**config.mk**
```make
export PLATFORM = sky130hd
export DESIGN_NAME = traffic_light_controller
export DESIGN_NICKNAME = d
export VERILOG_FILES = /design/src/rtl/traffic_light_controller.sv
export SDC_FILE = /design/constraint.sdc
export NUM_CORES = 1
export LEC_CHECK = 0
export ABC_AREA = 1
export ABC_CLOCK_PERIOD_IN_PS = 2300
export CELL_PAD_IN_SITES_DETAIL_PLACEMENT = 1
export CELL_PAD_IN_SITES_GLOBAL_PLACEMENT = 1
export CORE_MARGIN = 3
export CORE_UTILIZATION = 37
export DETAILED_ROUTE_END_ITERATION = 16
export HOLD_SLACK_MARGIN = 0.15
export PLACE_DENSITY = 0.75
export SYNTH_ARGS = -nofsm -noshare
export SYNTH_HDL_FRONTEND = slang
export SYNTH_SLANG_ARGS = --single-unit
```
**constraint.sdc**
```tcl
create_clock -name i_clk -period 2.3 [get_ports i_clk]
set_input_delay 0.345 -clock i_clk [delete_from_list [all_inputs] [get_ports i_clk]]
set_output_delay 0.345 -clock i_clk [all_outputs]
set_load 0.01 [all_outputs]
```
**src/rtl/traffic_light_controller.sv**
```systemverilog
// Highway / farm-road traffic light controller.
// Drives two lamps from an external long/short timer pair, with a watchdog that
// catches a stuck timer and a flashing-yellow fault mode that only reset can leave.
module traffic_light_controller #(
    parameter int unsigned WD_CYCLES = 8,
    parameter int unsigned FLASH_DIV = 4
) (
    input  logic       i_clk,
    input  logic       i_reset,
    input  logic       i_car_farm,
    input  logic       i_long_timer,
    input  logic       i_short_timer,
    output logic       o_Long_time,
    output logic       o_Short_time,
    output logic [1:0] o_hwy_light,
    output logic [1:0] o_farm_light,
    output logic [2:0] o_state,
    output logic       o_fault
);

    localparam int unsigned WdW = $clog2(WD_CYCLES + 1);
    localparam int unsigned FlW = (FLASH_DIV > 1) ? $clog2(FLASH_DIV) : 1;

    localparam logic [1:0] LampRed    = 2'b00;
    localparam logic [1:0] LampYellow = 2'b01;
    localparam logic [1:0] LampGreen  = 2'b10;
    localparam logic [1:0] LampDark   = 2'b11;

    typedef enum logic [2:0] {
        StHg    = 3'd0,
        StHy    = 3'd1,
        StAr1   = 3'd2,
        StFg    = 3'd3,
        StFy    = 3'd4,
        StAr2   = 3'd5,
        StFault = 3'd7
    } state_e;

    state_e         state_q, state_d;
    logic           min_done_q, min_done_d;
    logic [WdW-1:0] wd_q, wd_d;
    logic [FlW-1:0] flash_cnt_q, flash_cnt_d;
    logic           flash_dark_q, flash_dark_d;
    logic           prev_long_q, prev_short_q;

    logic [1:0]     hwy_d, farm_d;
    logic           long_d, short_d, fault_d;

    logic           use_long, timed, req_act, timer_now, timer_prev;
    logic           expiry, stall, wd_trip;

    // Select the timer that belongs to the current state and detect expiry / stall.
    always_comb begin
        use_long   = (state_q == StHg) || (state_q == StFg);
        timed      = use_long || (state_q == StHy) || (state_q == StFy);
        req_act    = 1'b0;
        if (use_long) begin
            req_act = o_Long_time;
        end else if (timed) begin
            req_act = o_Short_time;
        end
        timer_now  = use_long ? i_long_timer : i_short_timer;
        timer_prev = use_long ? prev_long_q : prev_short_q;
        // Expiry is the busy flag's falling edge while we are asking for that timer.
        expiry     = req_act && timer_prev && !timer_now;
        // A falling edge is not a stall; it restarts the watchdog instead.
        stall      = timed && req_act && !timer_now && !expiry;
        wd_trip    = stall && (wd_q == WdW'(WD_CYCLES - 1));
    end

    // Next-state logic for the light sequence.
    always_comb begin
        state_d    = state_q;
        min_done_d = min_done_q;
        if (wd_trip) begin
            state_d = StFault;
        end else begin
            unique case (state_q)
                StHg: begin
                    if (expiry) begin
                        min_done_d = 1'b1;
                    end
                    if ((min_done_q || expiry) && i_car_farm) begin
                        state_d = StHy;
                    end
                end
                StHy: begin
                    if (expiry) begin
                        state_d = StAr1;
                    end
                end
                StAr1: begin
                    state_d = StFg;
                end
                StFg: begin
                    // Expiry and an empty farm road together still take one step.
                    if (expiry || !i_car_farm) begin
                        state_d = StFy;
                    end
                end
                StFy: begin
                    if (expiry) begin
                        state_d = StAr2;
                    end
                end
                StAr2: begin
                    state_d    = StHg;
                    min_done_d = 1'b0;
                end
                StFault: begin
                    state_d = StFault;
                end
                default: begin
                    state_d = StFault;
                end
            endcase
        end
    end

    // Watchdog count and fault flash divider.
    always_comb begin
        wd_d = '0;
        if (timed && (state_d == state_q) && stall) begin
            wd_d = wd_q + WdW'(1);
        end

        flash_cnt_d  = '0;
        flash_dark_d = 1'b0;
        if ((state_q == StFault) && (state_d == StFault)) begin
            if (flash_cnt_q == FlW'(FLASH_DIV - 1)) begin
                flash_cnt_d  = '0;
                flash_dark_d = !flash_dark_q;
            end else begin
                flash_cnt_d  = flash_cnt_q + FlW'(1);
                flash_dark_d = flash_dark_q;
            end
        end
    end

    // Output decode from the next state so the output flops line up with the state.
    always_comb begin
        hwy_d   = LampRed;
        farm_d  = LampRed;
        long_d  = 1'b0;
        short_d = 1'b0;
        fault_d = 1'b0;
        unique case (state_d)
            StHg: begin
                hwy_d  = LampGreen;
                long_d = 1'b1;
            end
            StHy: begin
                hwy_d   = LampYellow;
                short_d = 1'b1;
            end
            StAr1, StAr2: begin
                hwy_d  = LampRed;
                farm_d = LampRed;
            end
            StFg: begin
                farm_d = LampGreen;
                long_d = 1'b1;
            end
            StFy: begin
                farm_d  = LampYellow;
                short_d = 1'b1;
            end
            StFault: begin
                hwy_d   = flash_dark_d ? LampDark : LampYellow;
                farm_d  = flash_dark_d ? LampDark : LampYellow;
                fault_d = 1'b1;
            end
            default: begin
                hwy_d  = LampRed;
                farm_d = LampRed;
            end
        endcase
    end

    // State, timer history and registered outputs; synchronous active-low reset.
    always_ff @(posedge i_clk) begin
        if (!i_reset) begin
            state_q      <= StHg;
            min_done_q   <= 1'b0;
            wd_q         <= '0;
            flash_cnt_q  <= '0;
            flash_dark_q <= 1'b0;
            prev_long_q  <= 1'b0;
            prev_short_q <= 1'b0;
            o_hwy_light  <= LampGreen;
            o_farm_light <= LampRed;
            o_state      <= 3'd0;
            o_Long_time  <= 1'b0;
            o_Short_time <= 1'b0;
            o_fault      <= 1'b0;
        end else begin
            state_q      <= state_d;
            min_done_q   <= min_done_d;
            wd_q         <= wd_d;
            flash_cnt_q  <= flash_cnt_d;
            flash_dark_q <= flash_dark_d;
            // A fresh state must not see a stale falling edge from the previous one.
            if (state_d != state_q) begin
                prev_long_q  <= 1'b0;
                prev_short_q <= 1'b0;
            end else begin
                prev_long_q  <= i_long_timer;
                prev_short_q <= i_short_timer;
            end
            o_hwy_light  <= hwy_d;
            o_farm_light <= farm_d;
            o_state      <= state_d;
            o_Long_time  <= long_d;
            o_Short_time <= short_d;
            o_fault      <= fault_d;
        end
    end

    // Timer requests are never raised together.
    assert property (@(posedge i_clk) !(o_Long_time && o_Short_time));

    // The fault flag mirrors the fault state code.
    assert property (@(posedge i_clk) o_fault == (o_state == 3'd7));

endmodule

```
==> metrics.txt, run 1 <==
Slew Limit Fails 0; # DRC 0; core area 0.002590 mm²; CP arrival 2.17 ns; GRT Resource Usage Total 17.00%; average vias per placed instance 4.751; most frequent cell after synthesis nand2_1; Yosys top cell by area dfxtp_1; Synth-to-Final Area Change 22.18%; dpl hpwl 2205 µm; yosys warns 0; Setup-failing EPs final 0; worst slew pin tran 0.2994 ns; min Tclk post-route 1.936 ns; Routability Congestion 0.8804; Net Count, Synth 159; synth top area cells dfxtp_1, nand2_1, nor2_1; CTS tree done; Sw Ratio 23.51%; CP Class reg2reg; area share of the largest cell type after synthesis 37.96%; Setup crit end kind register; Max stage delay cell, worst path dfxtp_1; Gate Count Post-Synth 152; total power 0.0007540 W; Hold WC Path Type reg2reg; H-tree depth 1; layout cells sized above 1 19.88%; Startpoint Class register; final hold slack 0.4455 ns; synth unique cells 21; postcts setup bufs 0; Clk pin slew, worst setup/hold paths 0.12 ns; Die Ht 59.39 µm; Initial Util 40.72%; initial antenna violation count 0; synthesized area 0.001055 mm²; clock buffer depth 2; post-cts hold buffer count 0; Required @ worst endpoint 2.54 ns; PD cells 585.0 mW/mm²; RSZ-0062 raised after global routing false; Final #Nets 179; clock sink count 20; Post-Route WL 2609 µm; slowest stage delay, CP 0.49 ns; CP cell instances inv_2 > nand2_2 > nand2_4 > inv_2 > nand2_2 > nand2_4 > nand2_2 > nand2_2 > nand2_2 > nand2_2 > nand3_2 > nor2_1 > nand2_1 > o21ai_2; Synth Register Bits 20; global route overflow 0; ys async rst share 0%; most common library cells after synthesis nand2_1, nor2_1, inv_1, dfxtp_1, nand3_1; final antenna-violating net count 0; post-cts resize count 0; clk root buf clkbuf_4; Std-Cell Rows 18; Fmax 516.7 MHz; Switch Pwr 0.0001772 W; fillcell total 334; top_reg_cell synth dfxtp_1; total die area 0.003527 mm²; Seq/Total Area, Yosys 37.96%; relative slew slack 80.01%; most used cell along the critical path nand2_2; non-filler cells, final 201; peak supply drop 0.4396 mV; Final Hold Viols 0; drt first pass iters 4; port bufs 14; internal power 0.0005767 W; largest net degree at the start of global routing 13; global-route wire length before repair 4388 µm; Ant. Diodes 0; placed cells 197; period utilization 84.15%; Clk network pwr share 38.1%; IO Pins 15; Max Cap Viol 0; vias in the first global route 998; clk_lat worst skew 0.31 ns; total number of vias 955; Horiz. Die Dim 59.39 µm; syn_area_per_cell 6.939 µm²; run status completed; Setup TNS 0 ns; Pleak 0.6704 nW; Iter 0 DRT Violations 28; Worst Path Max Fanout 7; CTS Buf Count 3; Flop pwr share 48.5%; combinational group share of total power 13.5%; Post-synth EDFFs 0; Clock Skew 0.01172 ns; Routed WL per cell 12.98 µm
through the flow:
stage                     worst slack, ns  cell area [µm²]  utilization (%)
final                              0.3645             1289            49.76
after global placement             0.2356             1236            47.73
after floorplan                    0.6081             1055                -
after CTS                          0.3378             1289            49.76
after global routing               0.1140             1289            49.76
after detailed placement           0.1926             1236            47.73
registers in the layout (all words and copies together) (netlist names), 2 cells and up:
register and flops:
wd_q 4, state_q 3, flash_cnt_q 2, o_farm_light 2, o_hwy_light 2
cells by family after synthesis:
family,after synthesis,synth area share [%]
adders and majority gates,2,2.372
DFF,20,37.96
buffers and inverters,26,9.964
and+or+nand+nor,97,45.31
AOI/OAI and AO/OA,5,2.728
xor gates and xnor gates,2,1.661
power groups by stage:
stage / Clock [W] / Combinational, W / Sequential (W)
finish: 0.000287 / 0.000101 / 0.000365
global route: 0.000309 / 0.000114 / 0.000367
CTS: 0.000296 / 0.000104 / 0.000366
detailed placement: 0 / 0.000103 / 0.000373
global placement: 0 / 0.0000994 / 0.000373
floorplan: 0 / 0.0000641 / 0.000374
worst max-delay path: cells and delay by family (launching register included):
family	cells	cell delay, ns
and+or+nand+nor	11	1.06
AOI/OAI and AO/OA	1	0.13
buffers and inverters	2	0.18
DFF	1	0.49
metal layers:
| metal | vias to the layer above | share of wire (%) | track usage [%] |
|---|---|---|---|
| met5 | - | 0 | 0 |
| met4 | 0 | 1.1 | 4.854 |
| met3 | 5 | 3.2 | 3.922 |
| met2 | 14 | 52 | 31.20 |
| met1 | 439 | 44 | 19.31 |
| li1 | 497 | - | - |
cell usage in the layout, fill, tap and decap left out, drive strengths merged, types with 2 or more instances in the layout:
master,synthesis,layout
inv,25,25
nand3b,2,2
buf,1,2
ha,2,2
nor2,30,30
o21ai,2,2
nand3,15,15
clkbuf,0,3
nand2,48,48
dfxtp,20,20
clkdlybuf4s50,0,14
a21oi,3,3
path summary, 6_finish.rpt:
kind / slack [ns] / depth (start not counted) / from / endpoint
max: 0.36 / 14 / state_q[2] / o_Long_time
min: 0.45 / 1 / flash_cnt_q[0] / flash_cnt_q[0]
max reg2reg: 0.36 / 14 / state_q[2] / o_Long_time
min reg2reg: 0.45 / 1 / flash_cnt_q[0] / flash_cnt_q[0]
final cells by class:
class / count / area, µm² / share of cell area, %
multi-input combinational: 106 / 549.3 / 42.62
sequential: 20 / 400.4 / 31.07
timing repair buffer: 16 / 155.1 / 12.04
inverter: 25 / 93.84 / 7.282
tap: 30 / 37.54 / 2.913
clock inverter: 1 / 30.03 / 2.330
clock buffer: 3 / 22.52 / 1.748
Power figures use the tool's default switching activity.
==> inputs of run 2 (changes only) <==
--- a/config.mk
+++ b/config.mk
@@ -6,14 +6,14 @@
 export NUM_CORES = 1
 export LEC_CHECK = 0
 export ABC_AREA = 1
-export ABC_CLOCK_PERIOD_IN_PS = 2300
+export ABC_CLOCK_PERIOD_IN_PS = 1700
 export CELL_PAD_IN_SITES_DETAIL_PLACEMENT = 1
 export CELL_PAD_IN_SITES_GLOBAL_PLACEMENT = 1
 export CORE_MARGIN = 3
-export CORE_UTILIZATION = 37
+export CORE_UTILIZATION = 34
 export DETAILED_ROUTE_END_ITERATION = 16
 export HOLD_SLACK_MARGIN = 0.15
-export PLACE_DENSITY = 0.75
+export PLACE_DENSITY = 0.73
 export SYNTH_ARGS = -nofsm -noshare
 export SYNTH_HDL_FRONTEND = slang
 export SYNTH_SLANG_ARGS = --single-unit
==> constraint.sdc (replaced) <==
create_clock -name i_clk -period 1.7 [get_ports i_clk]
set_input_delay 0.255 -clock i_clk [delete_from_list [all_inputs] [get_ports i_clk]]
set_output_delay 0.255 -clock i_clk [all_outputs]
set_load 0.01 [all_outputs]
==> run 2 against run 1 <==
Compared with the run above: the run now ends with setup timing left; sequential share of layout area shrank 7.2 points; register-to-register slack lost 0.51 ns; non-clock buffer count grew 24; power grew 51%; worst setup slack lost 0.51 ns; maximum frequency grew 4.9%; wire length grew 43%; die area grew 7.9%; cell area grew 34%; worst hold slack lost 0.012 ns; critical path type unchanged.
==> metrics.txt, run 2 (same netlist as run 1, synthesis figures left out) <==
run status complete, but fails checks (was completed); failing checks setup timing; Bufs and invs on worst path 2 (unchanged); largest net degree at the start of global routing 13 (unchanged); dpl hpwl 2192 µm (was 2205 µm); Setup crit end kind register (unchanged); initial antenna violation count 0 (unchanged); Post-Place Worst Slack -0.2894 ns (was 0.1926 ns); Clk pin slew, worst setup/hold paths 0.12 ns (about the same); non-filler cells, final 226 (was 201); Startpoint Class register (unchanged); Fmax 542.2 MHz (was 516.7 MHz); PD cells 662.1 mW/mm² (was 585.0 mW/mm²); Largest Register wd_q (unchanged); total number of vias 1,119 (was 955); global-route wire length before repair 5333 µm (was 4388 µm); H-tree depth 1 (unchanged); Initial Util 36.97% (was 40.72%); RSZ-0062 raised after global routing true (was false); clk root buf clkbuf_4 (unchanged); Max stage delay cell, worst path dfxtp_4 (was dfxtp_1); vias in the first global route 1,177 (was 998); port bufs 14 (unchanged); total die area 0.003806 mm² (was 0.003527 mm²); period utilization 108.5% (was 84.15%); clock buffer depth 2 (unchanged); Worst Path Max Fanout 5 (was 7); Critical R2R Launch state_q[0] (was state_q[2]); Required @ worst endpoint 1.98 ns (was 2.54 ns); CTS Buf Count 3 (unchanged); clock sink count 20 (unchanged); Post-Route WL 3724 µm (was 2609 µm); Slew Limit Fails 0 (unchanged); CP cell instances nor2_4 > nand2_4 > nand2_4 > inv_2 > nand2_2 > nand2_4 > nand2_4 > nand2_4 > nand2_4 > inv_2 > nand3_2 > nand2_2 > nor2_4 > nand3_4 > nor2_2 (was inv_2 > nand2_2 > nand2_4 > inv_2 > nand2_2 > nand2_4 > nand2_2 > nand2_2 > nand2_2 > nand2_2 > nand3_2 > nor2_1 > nand2_1 > o21ai_2); Synth-to-Final Area Change 63.34% (was 22.18%); final antenna-violating net count 0 (unchanged); min Tclk post-route 1.844 ns (was 1.936 ns); Setup-failing EPs final 14 (was 0); core area 0.002853 mm² (was 0.002590 mm²); CP Class reg2reg (unchanged); GRT Resource Usage Total 19.63% (was 17.00%); layout cells sized above 1 49.74% (was 19.88%); Die Ht 61.70 µm (was 59.39 µm); most common cell after layout, fill and taps aside buf_4 (was nand2_1); Reg2Reg Capture Point wd_q[2] (was o_Long_time); Hold WC Path Type reg2reg (unchanged); Routability Congestion 0.8609 (was 0.8804); Crit path depth 15 (was 14); final setup margin -0.1445 ns (was 0.3645 ns); commonest non-fill, non-tap cells in the layout buf_4, inv_1, nand2_1 (was nand2_1, nor2_1, inv_1); R2R depth 15 (was 14); # DRC 0 (unchanged); IO Pins 15 (unchanged); Clock Skew 0.001404 ns (was 0.01172 ns); Pleak 0.8853 nW (was 0.6704 nW); Routed WL per cell 16.48 µm (was 12.98 µm); cell family with the largest share of critical-path delay simple AND/OR/NAND/NOR gates (unchanged); CTS tree done (unchanged); Final Hold Viols 0 (unchanged); Ant. Diodes 0 (unchanged); biggest regs wd_q: 4 flops, state_q: 3 flops (unchanged); Iter 0 DRT Violations 26 (was 28); crit path from state_q[0] (was state_q[2]); average vias per placed instance 4.951 (was 4.751); CP arrival 2.13 ns (was 2.17 ns); most used cell along the critical path nand2_4 (was nand2_2); max reg flops 4 (unchanged); Horiz. Die Dim 61.70 µm (was 59.39 µm); relative slew slack 68.79% (was 80.01%); global route overflow 0 (unchanged); slowest stage delay, CP 0.41 ns (was 0.49 ns); peak supply drop 0.5728 mV (was 0.4396 mV); Max Cap Viol 0 (unchanged); clk_lat worst skew 0.33 ns (was 0.31 ns); placed cells 211 (was 197); Final #Nets 203 (was 179); worst slew pin tran 0.4664 ns (was 0.2994 ns); drt first pass iters 4 (unchanged); reg2reg setup slack -0.14 ns (was 0.36 ns); Std-Cell Rows 19 (was 18); Critical Path Sink wd_q[2] (was o_Long_time)
[run 2: cell types whose count changed in the layout (fill, tap and decap cells not counted), moves of 4 or more]
cell / previous run / this run
nand3_4: 0 / 5
nand3_1: 10 / 6
nand2_2: 9 / 16
nor2_4: 1 / 7
buf_4: 2 / 25
nand2_1: 37 / 18
nand2_4: 2 / 13
nor2_1: 24 / 15
[run 2: what timing repair did]
item	in CTS	in global routing
setup endpoints to repair	15	14
pin swaps	12	19
setup buffers	4	7
gates cloned	0	0
resized for setup	49	21
hold buffers	0	0
[run 2: per-stage QoR]
step                      util, %  power [W]  TNS, ns  cell area, µm²  hold slack (ns)
final                       60.39   0.001141   -1.535            1723           0.4333
after global routing        60.39   0.001194   -2.927            1723           0.4539
after CTS                   55.66   0.001093  -0.2581            1588           0.4352
after detailed placement    46.80  0.0006593   -2.975            1335           0.4167
after global placement      46.80  0.0006547   -2.360            1335           0.4081
after floorplan                 -  0.0005922        0            1055           0.3397
[run 2: cell type report]
type	count	area [µm²]
Timing Repair Buffer	40	340.3
Multi-Input combinational cell	106	783.3
Inverter	25	96.34
Clock inverter	1	30.03
Fill cell	342	1130
Sequential cell	20	411.6
Tap cell	31	38.79
Clock buffer	3	22.52
[run 2: routing by layer]
layer / global-route usage [%] / up-vias / part of all wire, %
met2: 39.01 / 24 / 55
met3: 3.719 / 14 / 2.8
met5: 0 / - / 0
met1: 19.87 / 533 / 38
li1: - / 548 / -
met4: 7.273 / 0 / 4.7
[run 2: where the power goes]
| group | internal (W) | switching, W |
|---|---|---|
| Combinational | 0.000106 | 0.000129 |
| Clock | 0.000239 | 0.000174 |
| Sequential | 0.000481 | 0.0000121 |
| Total | 0.000826 | 0.000315 |
[run 2: worst register-to-register path, delay by kind of cell (launching register included)]
kind                   cells  cell delay [ns]
and+or+nand+nor           13             1.30
DFF                        1             0.41
buffers and inverters      2             0.10
[run 2: worst min-delay path by stage]
stage                           to  slack, ns  cells past startpoint      startpoint
floorplan           o_hwy_light[1]       0.34                      1         i_reset
global placement    flash_cnt_q[0]       0.41                      1  flash_cnt_q[0]
detailed placement  flash_cnt_q[0]       0.42                      1  flash_cnt_q[0]
CTS                 flash_cnt_q[0]       0.44                      1  flash_cnt_q[0]
global route        flash_cnt_q[0]       0.45                      1  flash_cnt_q[0]
finish              flash_cnt_q[0]       0.43                      1  flash_cnt_q[0]
==> inputs of run 3 (changes only) <==
--- a/config.mk
+++ b/config.mk
@@ -14,6 +14,7 @@
 export DETAILED_ROUTE_END_ITERATION = 16
 export HOLD_SLACK_MARGIN = 0.15
 export PLACE_DENSITY = 0.73
+export REMOVE_ABC_BUFFERS = 1
 export SYNTH_ARGS = -nofsm -noshare
 export SYNTH_HDL_FRONTEND = slang
 export SYNTH_SLANG_ARGS = --single-unit
==> run 3 against run 2 <==
Compared with the run above: the run still ends with setup timing left; die area unchanged; worst hold slack got worse by 0.0021 ns; cell area shrank 0.87%; largest power group unchanged; highest routed layer unchanged.
==> metrics.txt, run 3 (same netlist as run 1, synthesis figures left out) <==
Setup-failing EPs final 12 (was 14); Slew Limit Fails 0 (unchanged); global route overflow 0 (unchanged); dpl hpwl 2298 µm (was 2192 µm); commonest non-fill, non-tap cells in the layout buf_4, nand2_1, nor2_1, dfxtp_1, inv_1 (was buf_4, inv_1, nand2_1); Final #Nets 199 (was 203); average vias per placed instance 4.905 (was 4.951); port bufs 14 (unchanged); CTS tree done (unchanged); Fmax 527.8 MHz (was 542.2 MHz); Ant. Diodes 0 (unchanged); Die Ht 61.70 µm (unchanged); cell family with the largest share of critical-path delay simple AND/OR/NAND/NOR gates (unchanged); run status complete, but fails checks (unchanged); CP cell instances nor2_4 > nand2_4 > nand2_4 > nand2_1 > nand2_4 > nand2_8 > nand2_2 > inv_1 > nor2_1 > nand3_2 > nand2_2 > nand2_2 > nand3_4 > nor2_4 (was nor2_4 > nand2_4 > nand2_4 > inv_2 > nand2_2 > nand2_4 > nand2_4 > nand2_4 > nand2_4 > inv_2 > nand3_2 > nand2_2 > nor2_4 > nand3_4 > nor2_2); H-tree depth 1 (unchanged); Clock Skew 0.006192 ns (was 0.001404 ns); Clk pin slew, worst setup/hold paths 0.12 ns (about the same); Routed WL per cell 16.37 µm (was 16.48 µm); Horiz. Die Dim 61.70 µm (unchanged); peak supply drop 0.5342 mV (was 0.5728 mV); Synth-to-Final Area Change 61.92% (was 63.34%); clk_lat worst skew 0.31 ns (was 0.33 ns); final setup margin -0.1946 ns (was -0.1445 ns); post-placement cell area 0.001320 mm² (was 0.001335 mm²); biggest regs wd_q: 4 flops, state_q: 3 flops (unchanged); Post-Route WL 3634 µm (was 3724 µm); min Tclk post-route 1.895 ns (was 1.844 ns); Required @ worst endpoint 1.91 ns (was 1.98 ns); vias in the first global route 1,213 (was 1,177); Initial Util 36.97% (unchanged); RSZ-0062 raised after global routing true (unchanged); initial antenna violation count 0 (unchanged); slowest stage delay, CP 0.40 ns (was 0.41 ns); CTS Buf Count 3 (unchanged); Largest Register wd_q (unchanged); Hold WC Path Type reg2reg (unchanged); Max stage delay cell, worst path dfxtp_4 (unchanged); PD cells 656.0 mW/mm² (was 662.1 mW/mm²); total die area 0.003806 mm² (unchanged); total number of vias 1,089 (was 1,119); Iter 0 DRT Violations 16 (was 26); Worst Path Max Fanout 6 (was 5); core area 0.002853 mm² (unchanged); final antenna-violating net count 0 (unchanged); Startpoint Class register (unchanged); layout cells sized above 1 49.74% (about the same); relative slew slack 79.37% (was 68.79%); drt first pass iters 4 (unchanged); failing checks setup timing (unchanged); Pleak 0.8538 nW (was 0.8853 nW); global-route wire length before repair 5623 µm (was 5333 µm); most common cell after layout, fill and taps aside buf_4 (unchanged); Std-Cell Rows 19 (unchanged); Final Hold Viols 0 (unchanged); CP Class reg2reg (unchanged); max reg flops 4 (unchanged); clock buffer depth 2 (unchanged); worst slew pin tran 0.3083 ns (was 0.4664 ns); GRT Resource Usage Total 20.83% (was 19.63%); largest net degree at the start of global routing 13 (unchanged); # DRC 0 (unchanged); clk root buf clkbuf_4 (unchanged); Max Cap Viol 0 (unchanged); Routability Congestion 0.9965 (was 0.8609); Bufs and invs on worst path 1 (was 2); IO Pins 15 (unchanged); final instance area 0.001708 mm² (was 0.001723 mm²); CP arrival 2.11 ns (was 2.13 ns); clock sink count 20 (unchanged); Setup crit end kind register (unchanged); period utilization 111.4% (was 108.5%); Final Util 59.87% (was 60.39%)
run 3: cell count changes in the layout (fill, tap and decap cells not counted), moves of 2 or more:
cell	change
inv_1	-3
nor2_1	+2
inv_2	+3
nor2_2	-4
nor2_4	+2
buf_4	-4
run 3: final timing paths:
path,cells after the start,end,startpoint,slack [ns]
setup / recovery,14,wd_q[3],state_q[0],-0.19
hold reg to reg,1,flash_cnt_q[0],flash_cnt_q[0],0.43
setup reg to reg,14,wd_q[3],state_q[0],-0.19
hold / removal,1,flash_cnt_q[0],flash_cnt_q[0],0.43
run 3: metrics by stage:
| step | TNS [ns] | setup slack, ns | hold slack [ns] | power [W] | cells |
|---|---|---|---|---|---|
| global placement | -2.706 | -0.2364 | 0.4074 | 0.0006519 | 209 |
| finish | -1.602 | -0.1946 | 0.4312 | 0.001120 | 222 |
| floorplan | -0.3871 | -0.06625 | 0.3397 | 0.0005892 | 151 |
| detailed placement | -3.083 | -0.2589 | 0.4206 | 0.0006569 | 209 |
| global route | -3.238 | -0.3250 | 0.4665 | 0.001169 | 222 |
| CTS | -0.5917 | -0.09720 | 0.4385 | 0.001086 | 220 |
run 3: power by group:
group	switching (W)	internal [W]
logic	0.000129	0.0000997
registers	0.0000121	0.000482
clock network	0.000159	0.000238
run 3: layout make-up:
type	instances	area [µm²]
clock buffers	3	22.52
inverters	25	96.34
multi-input cells	106	798.3
fillers	365	1145
flip-flops and latches	20	409.1
repair buffers	36	312.8
well taps	31	38.79
clock inverters	1	30.03
run 3: per-layer routing:
layer	part of all wire, %	routed length, µm	GRT usage, %	vias up
met2	60	2182	43.05	22
met4	1.2	42	5.758	0
met5	0	0	0	-
li1	-	-	-	538
met3	4.6	166	3.926	8
met1	34	1244	20.50	521
run 3: repair_timing:
action                                 4_1_cts  5_1_grt
buffers inserted                             7        2
resized for setup                           39       35
hold buffers                                 0        0
pin swaps                                   13       19
setup endpoints to repair                   17       16
endpoints found under the hold margin        0        0
